[src/rtl/u2_pkg.sv]
// Shared constants and the packed double layout for the U2 fixed-point path.
package u2_pkg;

   localparam int IW   = 10;
   localparam int FW   = 95;
   localparam int MW   = IW + FW;
   localparam int DW   = 64;
   localparam int EW   = 11;
   localparam int MANW = 52;
   localparam int BIAS = 1023;
   localparam int LW   = 7;

   typedef struct packed {
      logic            sign;
      logic [EW-1:0]   exp;
      logic [MANW-1:0] mant;
   } dbl_t;

endpackage

[src/rtl/u2_lzd.sv]
// Combinational leading-one detector over the full fixed-point magnitude.
module u2_lzd
   import u2_pkg::*;
(
   input  logic [MW-1:0] mag,
   output logic [LW-1:0] msb,
   output logic          zero
);

   // Ascending scan: the last set bit seen wins, leaving the highest index.
   always_comb begin
      msb  = {LW{1'b0}};
      zero = ~|mag;
      for (int i = 0; i < MW; i++) begin
         msb = mag[i] ? LW'(i) : msb;
      end
   end

endmodule

[src/rtl/u2_renorm.sv]
// Three-stage fixed-point to IEEE-754 double normalizer: capture, leading-one
// detect, then normalize / round-to-nearest-even / pack.
module u2_renorm
   import u2_pkg::*;
#(
   parameter int IW   = u2_pkg::IW,
   parameter int FW   = u2_pkg::FW,
   parameter int BIAS = u2_pkg::BIAS
) (
   input  logic          clk,
   input  logic          rst_n,
   input  logic          pushin,
   input  logic          sign_in,
   input  logic [IW-1:0] v_in,
   input  logic [FW-1:0] delta_in,
   output logic          pushout,
   output logic [DW-1:0] z
);

   localparam int W = IW + FW;

   logic          s1_vld_q, s1_vld_d, s1_sign_q, s1_sign_d;
   logic [W-1:0]  s1_mag_q, s1_mag_d;
   logic          s2_vld_q, s2_vld_d, s2_sign_q, s2_sign_d, s2_zero_q, s2_zero_d;
   logic [W-1:0]  s2_mag_q, s2_mag_d;
   logic [LW-1:0] s2_msb_q, s2_msb_d;
   logic          pushout_q, pushout_d;
   logic [DW-1:0] z_q, z_d;

   logic [LW-1:0]   lzd_msb_s;
   logic            lzd_zero_s;
   logic [LW-1:0]   shamt_s;
   logic [W-1:0]    norm_s;
   logic [MANW-1:0] mant_s;
   logic            guard_s, sticky_s, rnd_s;
   logic [MANW:0]   mant_rnd_s;
   logic [EW-1:0]   exp_s;
   dbl_t            res_s;

   u2_lzd u_lzd (
      .mag  (s1_mag_q),
      .msb  (lzd_msb_s),
      .zero (lzd_zero_s)
   );

   // Stage 1/2 next state; data only moves on a valid so idle inputs never leak in.
   always_comb begin
      s1_vld_d  = pushin;
      s1_sign_d = s1_sign_q;
      s1_mag_d  = s1_mag_q;
      if (pushin) begin
         s1_sign_d = sign_in;
         s1_mag_d  = {v_in, delta_in};
      end else begin
         s1_sign_d = s1_sign_q;
         s1_mag_d  = s1_mag_q;
      end
      s2_vld_d  = s1_vld_q;
      s2_sign_d = s2_sign_q;
      s2_mag_d  = s2_mag_q;
      s2_msb_d  = s2_msb_q;
      s2_zero_d = s2_zero_q;
      if (s1_vld_q) begin
         s2_sign_d = s1_sign_q;
         s2_mag_d  = s1_mag_q;
         s2_msb_d  = lzd_msb_s;
         s2_zero_d = lzd_zero_s;
      end else begin
         s2_sign_d = s2_sign_q;
         s2_mag_d  = s2_mag_q;
         s2_msb_d  = s2_msb_q;
         s2_zero_d = s2_zero_q;
      end
   end

   // Stage 3: hidden one to the top, 52-bit mantissa, guard, then sticky below.
   always_comb begin
      shamt_s    = LW'(W - 1) - s2_msb_q;
      norm_s     = s2_mag_q << shamt_s;
      mant_s     = norm_s[W-2 -: MANW];
      guard_s    = norm_s[W-2-MANW];
      sticky_s   = |norm_s[W-3-MANW:0];
      rnd_s      = guard_s & (sticky_s | mant_s[0]);
      mant_rnd_s = {1'b0, mant_s} + {{MANW{1'b0}}, rnd_s};
      // A mantissa carry-out leaves the low 52 bits at zero, so only exp moves.
      exp_s      = EW'(BIAS - FW) + {{(EW-LW){1'b0}}, s2_msb_q}
                 + {{(EW-1){1'b0}}, mant_rnd_s[MANW]};
      res_s.sign = s2_sign_q;
      res_s.exp  = exp_s;
      res_s.mant = mant_rnd_s[MANW-1:0];
      if (s2_zero_q) begin
         res_s.exp  = {EW{1'b0}};
         res_s.mant = {MANW{1'b0}};
      end else begin
         res_s.exp  = exp_s;
         res_s.mant = mant_rnd_s[MANW-1:0];
      end
      pushout_d = s2_vld_q;
      z_d       = z_q;
      if (s2_vld_q) begin
         z_d = res_s;
      end else begin
         z_d = z_q;
      end
   end

   // Pipeline registers; reset discards everything in flight.
   always_ff @(posedge clk or negedge rst_n) begin
      if (!rst_n) begin
         s1_vld_q  <= 1'b0;
         s1_sign_q <= 1'b0;
         s1_mag_q  <= {W{1'b0}};
         s2_vld_q  <= 1'b0;
         s2_sign_q <= 1'b0;
         s2_mag_q  <= {W{1'b0}};
         s2_msb_q  <= {LW{1'b0}};
         s2_zero_q <= 1'b0;
         pushout_q <= 1'b0;
         z_q       <= {DW{1'b0}};
      end else begin
         s1_vld_q  <= s1_vld_d;
         s1_sign_q <= s1_sign_d;
         s1_mag_q  <= s1_mag_d;
         s2_vld_q  <= s2_vld_d;
         s2_sign_q <= s2_sign_d;
         s2_mag_q  <= s2_mag_d;
         s2_msb_q  <= s2_msb_d;
         s2_zero_q <= s2_zero_d;
         pushout_q <= pushout_d;
         z_q       <= z_d;
      end
   end

   assign pushout = pushout_q;
   assign z       = z_q;

endmodule

[config.mk]
export PLATFORM = sky130hd
export DESIGN_NAME = u2_renorm
export DESIGN_NICKNAME = d
export VERILOG_FILES = /design/src/rtl/u2_pkg.sv /design/src/rtl/u2_lzd.sv /design/src/rtl/u2_renorm.sv
export SDC_FILE = /design/constraint.sdc
export NUM_CORES = 1
export LEC_CHECK = 0
export ABC_AREA = 1
export BUFFER_PORTS_ARGS = -buffer_cell sky130_fd_sc_hd__buf_2
export CORE_MARGIN = 5
export CORE_UTILIZATION = 45
export CTS_BUF_LIST = sky130_fd_sc_hd__clkbuf_16
export CTS_CLUSTER_SIZE = 30
export DETAILED_ROUTE_END_ITERATION = 6
export PLACE_DENSITY_LB_ADDON = 0.05
export SETUP_SLACK_MARGIN = 0.02
export SLEW_MARGIN = 30
export SYNTH_ARGS = -nofsm -noshare
export SYNTH_HDL_FRONTEND = slang
export SYNTH_SLANG_ARGS = --single-unit
export TNS_END_PERCENT = 20
[constraint.sdc]
create_clock -name clk -period 12.6 [get_ports clk]
set_input_delay 1.26 -clock clk [delete_from_list [all_inputs] [get_ports clk]]
set_output_delay 1.26 -clock clk [all_outputs]
set_load 0.005 [all_outputs]
Word-level counts from Yosys, hierarchy flattened
Cells that the tools add are included.
Storage, ports and cells
  register bits: 287
  input bits: 109
  logic and storage cells: 125
Cells by class
  add/sub/neg operators: 4
  shifts and indexed selects: 1
  mux-type cells: 105
  bitwise logic cells: 2
  reductions and logical operators: 3
Operators by type and width (count)
  7-bit 2-to-1 mux: 103
  105-bit OR reduction: 1
  105-bit by 7-bit << shifter with 104-bit output: 1
  63-bit 2-to-1 mux: 1
  52-bit by 1-bit adder with 53-bit output: 1
  51-bit OR reduction: 1
  10-bit by 7-bit adder with 11-bit output, first input constant: 1
  11-bit by 1-bit adder with 11-bit output: 1
  7-bit subtractor, first input constant: 1
  1-bit bitwise AND: 1
  1-bit zero test: 1
  1-bit 2-to-1 mux: 1
  1-bit OR: 1

Longest topological paths before layout
  depth in word-level cells: 104
  mapped depth: 105
  depth with buffers taken out: 105

Hierarchy
From an unflattened synthesis, not the netlist that was laid out.
Unflattened totals
  cells, all modules: 3465
  area, all modules: 21713.3 µm²
Modules (own cells, without submodules)
  u2_renorm: instances 1, cells an instance 3081, area an instance 20185.6 µm²
  u2_lzd: instances 1, cells an instance 384, area an instance 1527.7 µm²

Least setup slack after synthesis
OpenSTA, ideal clock, no wires.
  kind: register -> register
  start: reg s2_msb_q[0]
  end: reg z_q[58] (netlist: z[58])
  setup time: 0.126 ns
  data arrival time: 5.912 ns
  required time: 12.474 ns
  path slack: 6.561 ns
  cell stages (with the launch flop): 46
  path buffers: 3
  period minus slack after synthesis: 6.039 ns
  path through: dfrtp_1 buf_2 inv_2 ha_1 xnor2_1 clkbuf_1 buf_2 mux2i_1 o21ai_1 nand2_1 nand2_1 a21oi_1 nand2_1 inv_1 ha_1 nand2_1 nor2_1 nand2_1 [10 not listed] nor3_1 nand4_1 nor2_1 nand4_1 nor2_1 nand2_1 nor4_1 ha_1 ha_1 nand2_1 nor2_1 inv_1 nor2_1 inv_1 nand2_1 nand2_1 nand2_1 o21ai_0
On the way
  cells in the longest elaborated chain, start to end: 8
  elaborated cells between the ends (all ways): 9
Ends and longest elaborated chain
  from (decl): RTL line u2_renorm.sv:26  | logic [LW-1:0] s2_msb_q, s2_msb_d;
  from (signal assigned): RTL line u2_renorm.sv:116  | s2_msb_q <= {LW{1'b0}};
  from (signal assigned): RTL line u2_renorm.sv:127  | s2_msb_q <= s2_msb_d;
  7-bit subtractor: RTL line u2_renorm.sv:78  | shamt_s = LW'(W - 1) - s2_msb_q;
  105-bit by 7-bit << shifter with 104-bit output: RTL line u2_renorm.sv:79  | norm_s = s2_mag_q << shamt_s;
  51-bit OR reduction: RTL line u2_renorm.sv:82  | sticky_s = |norm_s[W-3-MANW:0];
  1-bit OR: RTL line u2_renorm.sv:83  | rnd_s = guard_s & (sticky_s | mant_s[0]);
  1-bit bitwise AND: RTL line u2_renorm.sv:83
  52-bit by 1-bit adder with 53-bit output: RTL line u2_renorm.sv:84  | mant_rnd_s = {1'b0, mant_s} + {{MANW{1'b0}}, rnd_s};
  11-bit by 1-bit adder with 11-bit output (*): RTL line u2_renorm.sv:87  | + {{(EW-1){1'b0}}, mant_rnd_s[MANW]};
  63-bit 2-to-1 mux (*): RTL line u2_renorm.sv:91  | if (s2_zero_q) begin
  to (signal assigned): RTL line u2_renorm.sv:119  | z_q <= {DW{1'b0}};
  to (signal assigned): RTL line u2_renorm.sv:130  | z_q <= z_d;
  to (decl): RTL line u2_renorm.sv:28  | logic [DW-1:0] z_q, z_d;
Every way passes the cells marked *; elsewhere a longest branch is shown, timed or not.
A chain may end at the register's enable or synchronous reset.

Final worst setup path
Same ends and word-level chain as after synthesis.

==> summary.txt <==
Run status
  – Run status: complete, no violations

Route
  – Drt first pass iters: 6
  – Remaining antenna violation count: 0
  – DRC viols: 0
  – Routed WL: 67000 um
  – Via density per instance: 5.32
  – Number of design-rule violations left by the first detailed-router iteration: 1709
  – Average wire per standard cell: 18.4 um
  – Via count: ~19000

Yosys
  – Number of synthesized flops with an enable pin: 0
  – Synthesized-area fraction occupied by ao, oa, aoi and oai cells: 0.192
  – Top flip-flop cell by instance count after synthesis: sky130_fd_sc_hd__dfrtp_1
  – Post-synth cell types: 53
  – Sequential area share after synthesis: 0.362
  – Most area-hungry cell type in the Yosys netlist: sky130_fd_sc_hd__dfrtp_1
  – Avg Cell Area, Syn: 6.64 um^2
  – Ranking of synthesized cells by area: sky130_fd_sc_hd__dfrtp_1, sky130_fd_sc_hd__nand2_1, sky130_fd_sc_hd__o21ai_0
  – Synth warn: 0
  – Area share of the largest cell type after synthesis: 0.362
  – Adder and majority cell fraction of the synthesized area: 0.00253
  – Post-synthesis xor/xnor area fraction: 0.00525
  – Combinational family with the most area after synthesis: simple AND/OR/NAND/NOR gates
  – Share of cell area taken by muxes after synthesis: 0.0735
  – Synth async-reset ratio: 1.00
  – Net Count, Synth: about 3100
  – Flops & latches, synth: ~290
  – Synth Instances: ~3000
  – Cell area after synthesis: 19800 um^2
  – Synthesized-area fraction occupied by and/or/nand/nor cells: 0.263

Power and ir drop
  – Pwr dens: 195 nW/um^2
  – Net switching fraction of the power: 0.467
  – VDD IR-drop max: 0.000107 V
  – Leak: roughly 11 nW
  – Internal Power: 2.29 mW
  – Clock share of power: 0.225
  – Net switching power: between 2 and 2.5 mW
  – Relative contribution of combinational cells to total power: 0.503
  – Sequential share of power: 0.272

Clocking
  – Post-CTS resize count: 0
  – Clock tree from TritonCTS: yes
  – Bufs on Longest Clock Path: 3
  – Register clock-pin slew on the reported worst setup and hold paths: about 0.060 ns
  – Buffer type at the clock tree root: sky130_fd_sc_hd__clkbuf_16
  – Num Clock Sinks: 286
  – Level count of the clock H-tree: 2
  – Buffers inserted during post-CTS setup optimization: 0
  – Num CTS Buffers: 34
  – Clock latency reported for the late side of the worst-skew pair: 0.54 ns
  – Post-CTS Hold Fix Bufs: 0

Critical path
  – Largest delay contributor family on the critical path: simple AND/OR/NAND/NOR gates
  – Critical Path Start Type: flip-flop
  – Crit path depth: 48
  – Critical-path maximum fanout: 51
  – Worst path bufs/invs: 9
  – Endpoint class of the critical path: flip-flop
  – Setup Crit Path Kind: flip-flop to flip-flop
  – Worst reg-to-reg path cell count: 48
  – Peak per-stage delay on the critical path: between 0.6 and 0.7 ns
  – Data required, critical path: between 10 and 15 ns
  – Most numerous cell on the critical path: sky130_fd_sc_hd__nand2_1
  – Critical-path top delay cell: sky130_fd_sc_hd__buf_4
  – Arrival time worst endpoint: 9.16 ns

STA
  – Final-layout setup total negative slack: 0 ns
  – Number of endpoints with negative hold slack in the final report: 0
  – Unrepaired setup endpoints after global routing: no
  – Worst relative slew slack: 0.348
  – Final period demand of the worst path: about 8.7 ns
  – Final period util: 0.694
  – Worst hold slack across all endpoints: 0.408 ns
  – Worst clock skew: 0.0180 ns
  – Least-Margin Pin Slew: 0.973 ns
  – Achievable frequency: 114 MHz
  – Final Slew Violations: 0
  – Final setup violating endpoints: 0

Floorplanning
  – Number of rows created at floorplan: 76
  – Core region area: 43300 um^2
  – Num ports: 174
  – Die height: roughly 220 um
  – Initial core utilization: 0.457
  – Horiz. Die Dim: between 200 and 250 um
  – Full die area: 48200 um^2

Hold path
  – Worst hold-check path type: flip-flop to flip-flop
  – Hold Path Cell Cnt: 0

Place
  – Number of port buffers: 173
  – GPL Wtd Cong: roughly 1.1
  – HPWL Detailed: ~53000 um

GRT
  – Largest net degree at the start of global routing: 122
  – Global-route wire length before repair: 105000 um
  – Antenna violations before repair: 1
  – All-layer global routing usage: 0.274
  – Via count of the first global-routing pass: 18700
  – Overall overflow remaining after global route: 0

Final layout
  – Fraction of layout cells with a size suffix above 1: 0.0977
  – Area Growth Syn to Fin: 11.6%
  – Number of nets in the final layout: 3153
  – Ant diodes: 0

Flow run
  – Max-capacitance violation count: 0
## power groups by stage
| stage | Combinational, mW | Sequential, mW | Clock (mW) |
|---|---|---|---|
| floorplan | 1.38 | 1.16 | 0 |
| global placement | 2.11 | 1.18 | 0 |
| detailed placement | 2.11 | 1.18 | 0 |
| CTS | 2.12 | 1.17 | 0.990 |
| global route | 2.36 | 1.19 | 1.03 |
| finish | 2.16 | 1.17 | 0.964 |
## sequential cells by signal, indices dropped and copies added (netlist names)
| signal | flops |
|---|---|
| z | 64 |
| s1_vld_q | 1 |
| s2_sign_q | 1 |
| s2_mag_q | 104 |
| s2_msb_q | 7 |
| s1_mag_q | 105 |
| pushout_d | 1 |
| s2_zero_q | 1 |
| pushout | 1 |
| s1_sign_q | 1 |
## synthesized netlist by cell type (16+ instances only)
cell and n:
sky130_fd_sc_hd__nand2_1 960, sky130_fd_sc_hd__inv_1 305, sky130_fd_sc_hd__o21ai_0 298, sky130_fd_sc_hd__dfrtp_1 286, sky130_fd_sc_hd__o21ai_1 249, sky130_fd_sc_hd__nor2_1 220
sky130_fd_sc_hd__mux2i_1 143, sky130_fd_sc_hd__clkbuf_1 112, sky130_fd_sc_hd__nand3_1 48, sky130_fd_sc_hd__a21oi_1 40, sky130_fd_sc_hd__inv_2 38, sky130_fd_sc_hd__buf_1 33
sky130_fd_sc_hd__buf_2 29, sky130_fd_sc_hd__nor3_1 24, sky130_fd_sc_hd__o211ai_1 20, sky130_fd_sc_hd__nor4_1 17, sky130_fd_sc_hd__a32o_1 16, sky130_fd_sc_hd__nand4_1 16
## layout make-up
| type | count | area [um^2] |
|---|---|---|
| fillers | 4466 | 21200 |
| multi-input cells | 2170 | 10700 |
| flip-flops and latches | 286 | 7160 |
| inverters | 348 | 1310 |
| repair buffers | 200 | 1120 |
| clock buffers | 35 | 876 |
| well taps | 585 | 732 |
| clock inverters | 22 | 195 |
## metal layers
| metal | vias to the layer above | track usage | wire (um) |
|---|---|---|---|
| met3 | 93 | 0.0319 | 3600 |
| met1 | 9017 | 0.399 | 31400 |
| met5 | - | 0 | 13 |
| met4 | 2 | 0.0797 | 2070 |
| li1 | 9751 | - | - |
| met2 | 543 | 0.433 | 29900 |
## placed cells by master, fill, tap and decap left out, types with 4 or more instances in the layout
master	n
sky130_fd_sc_hd__mux2i_1	143
sky130_fd_sc_hd__clkbuf_16	35
sky130_fd_sc_hd__xnor2_1	4
sky130_fd_sc_hd__inv_1	312
sky130_fd_sc_hd__or2_0	10
sky130_fd_sc_hd__o21ai_0	298
sky130_fd_sc_hd__o211ai_1	20
sky130_fd_sc_hd__buf_2	171
sky130_fd_sc_hd__nand2_1	959
sky130_fd_sc_hd__a21oi_1	40
sky130_fd_sc_hd__or2_1	9
sky130_fd_sc_hd__nor4_1	16
sky130_fd_sc_hd__o22ai_1	13
sky130_fd_sc_hd__buf_4	23
sky130_fd_sc_hd__dfrtp_1	284
sky130_fd_sc_hd__bufinv_16	4
sky130_fd_sc_hd__clkinv_1	10
sky130_fd_sc_hd__nor2_1	219
sky130_fd_sc_hd__a22oi_1	7
sky130_fd_sc_hd__a31oi_1	9
sky130_fd_sc_hd__o21ai_1	249
sky130_fd_sc_hd__nand3_1	48
sky130_fd_sc_hd__nor3_1	24
sky130_fd_sc_hd__a22o_1	13
sky130_fd_sc_hd__inv_2	40
sky130_fd_sc_hd__nand4_1	16
sky130_fd_sc_hd__a32o_1	16
sky130_fd_sc_hd__o31ai_1	9
## path summary, 6_finish.rpt
kind / from / endpoint / slack [ns]
worst max-delay path: s2_msb_q[0] / z[58] / 3.85
worst min-delay path: pushout_d / pushout / 0.41
worst max register to register: s2_msb_q[0] / z[58] / 3.85
worst min register to register: pushout_d / pushout / 0.41
max in group asynchronous: rst_n / s1_mag_q[23] / 10.61
min in group asynchronous: rst_n / z[13] / 0.73
## metrics by stage
step                instances   util  worst slack (ns)  instance area [um^2]  total power, mW
floorplan                2980      -              6.56                 19800             2.54
global placement         3587  0.484              4.20                 20900             3.30
detailed placement       3588  0.484              4.00                 21000             3.30
CTS                      3645  0.509              3.92                 22000             4.28
global route             3646  0.510              3.01                 22100             4.57
finish                   3646  0.510              3.85                 22100             4.29
## worst register-to-register path: cells and delay by family, from the launching register on
| kind | cells | cell delay (ns) |
|---|---|---|
| simple gates | 30 | 4.37 |
| buf+inv | 9 | 1.88 |
| fa+ha+maj | 4 | 0.91 |
| flops | 1 | 0.61 |
| compound gates | 4 | 0.58 |
| mux | 1 | 0.26 |
## cell families after synthesis
kind of cell | count (synthesis)
multiplexers | 145
flip-flops | 286
AND/OR/NAND/NOR | 1314
buffers and inverters | 524
AO/OA/AOI/OAI | 696
adder cells (fa/ha/maj) | 4
XOR/XNOR | 11
(Power assumes the default switching activity.)
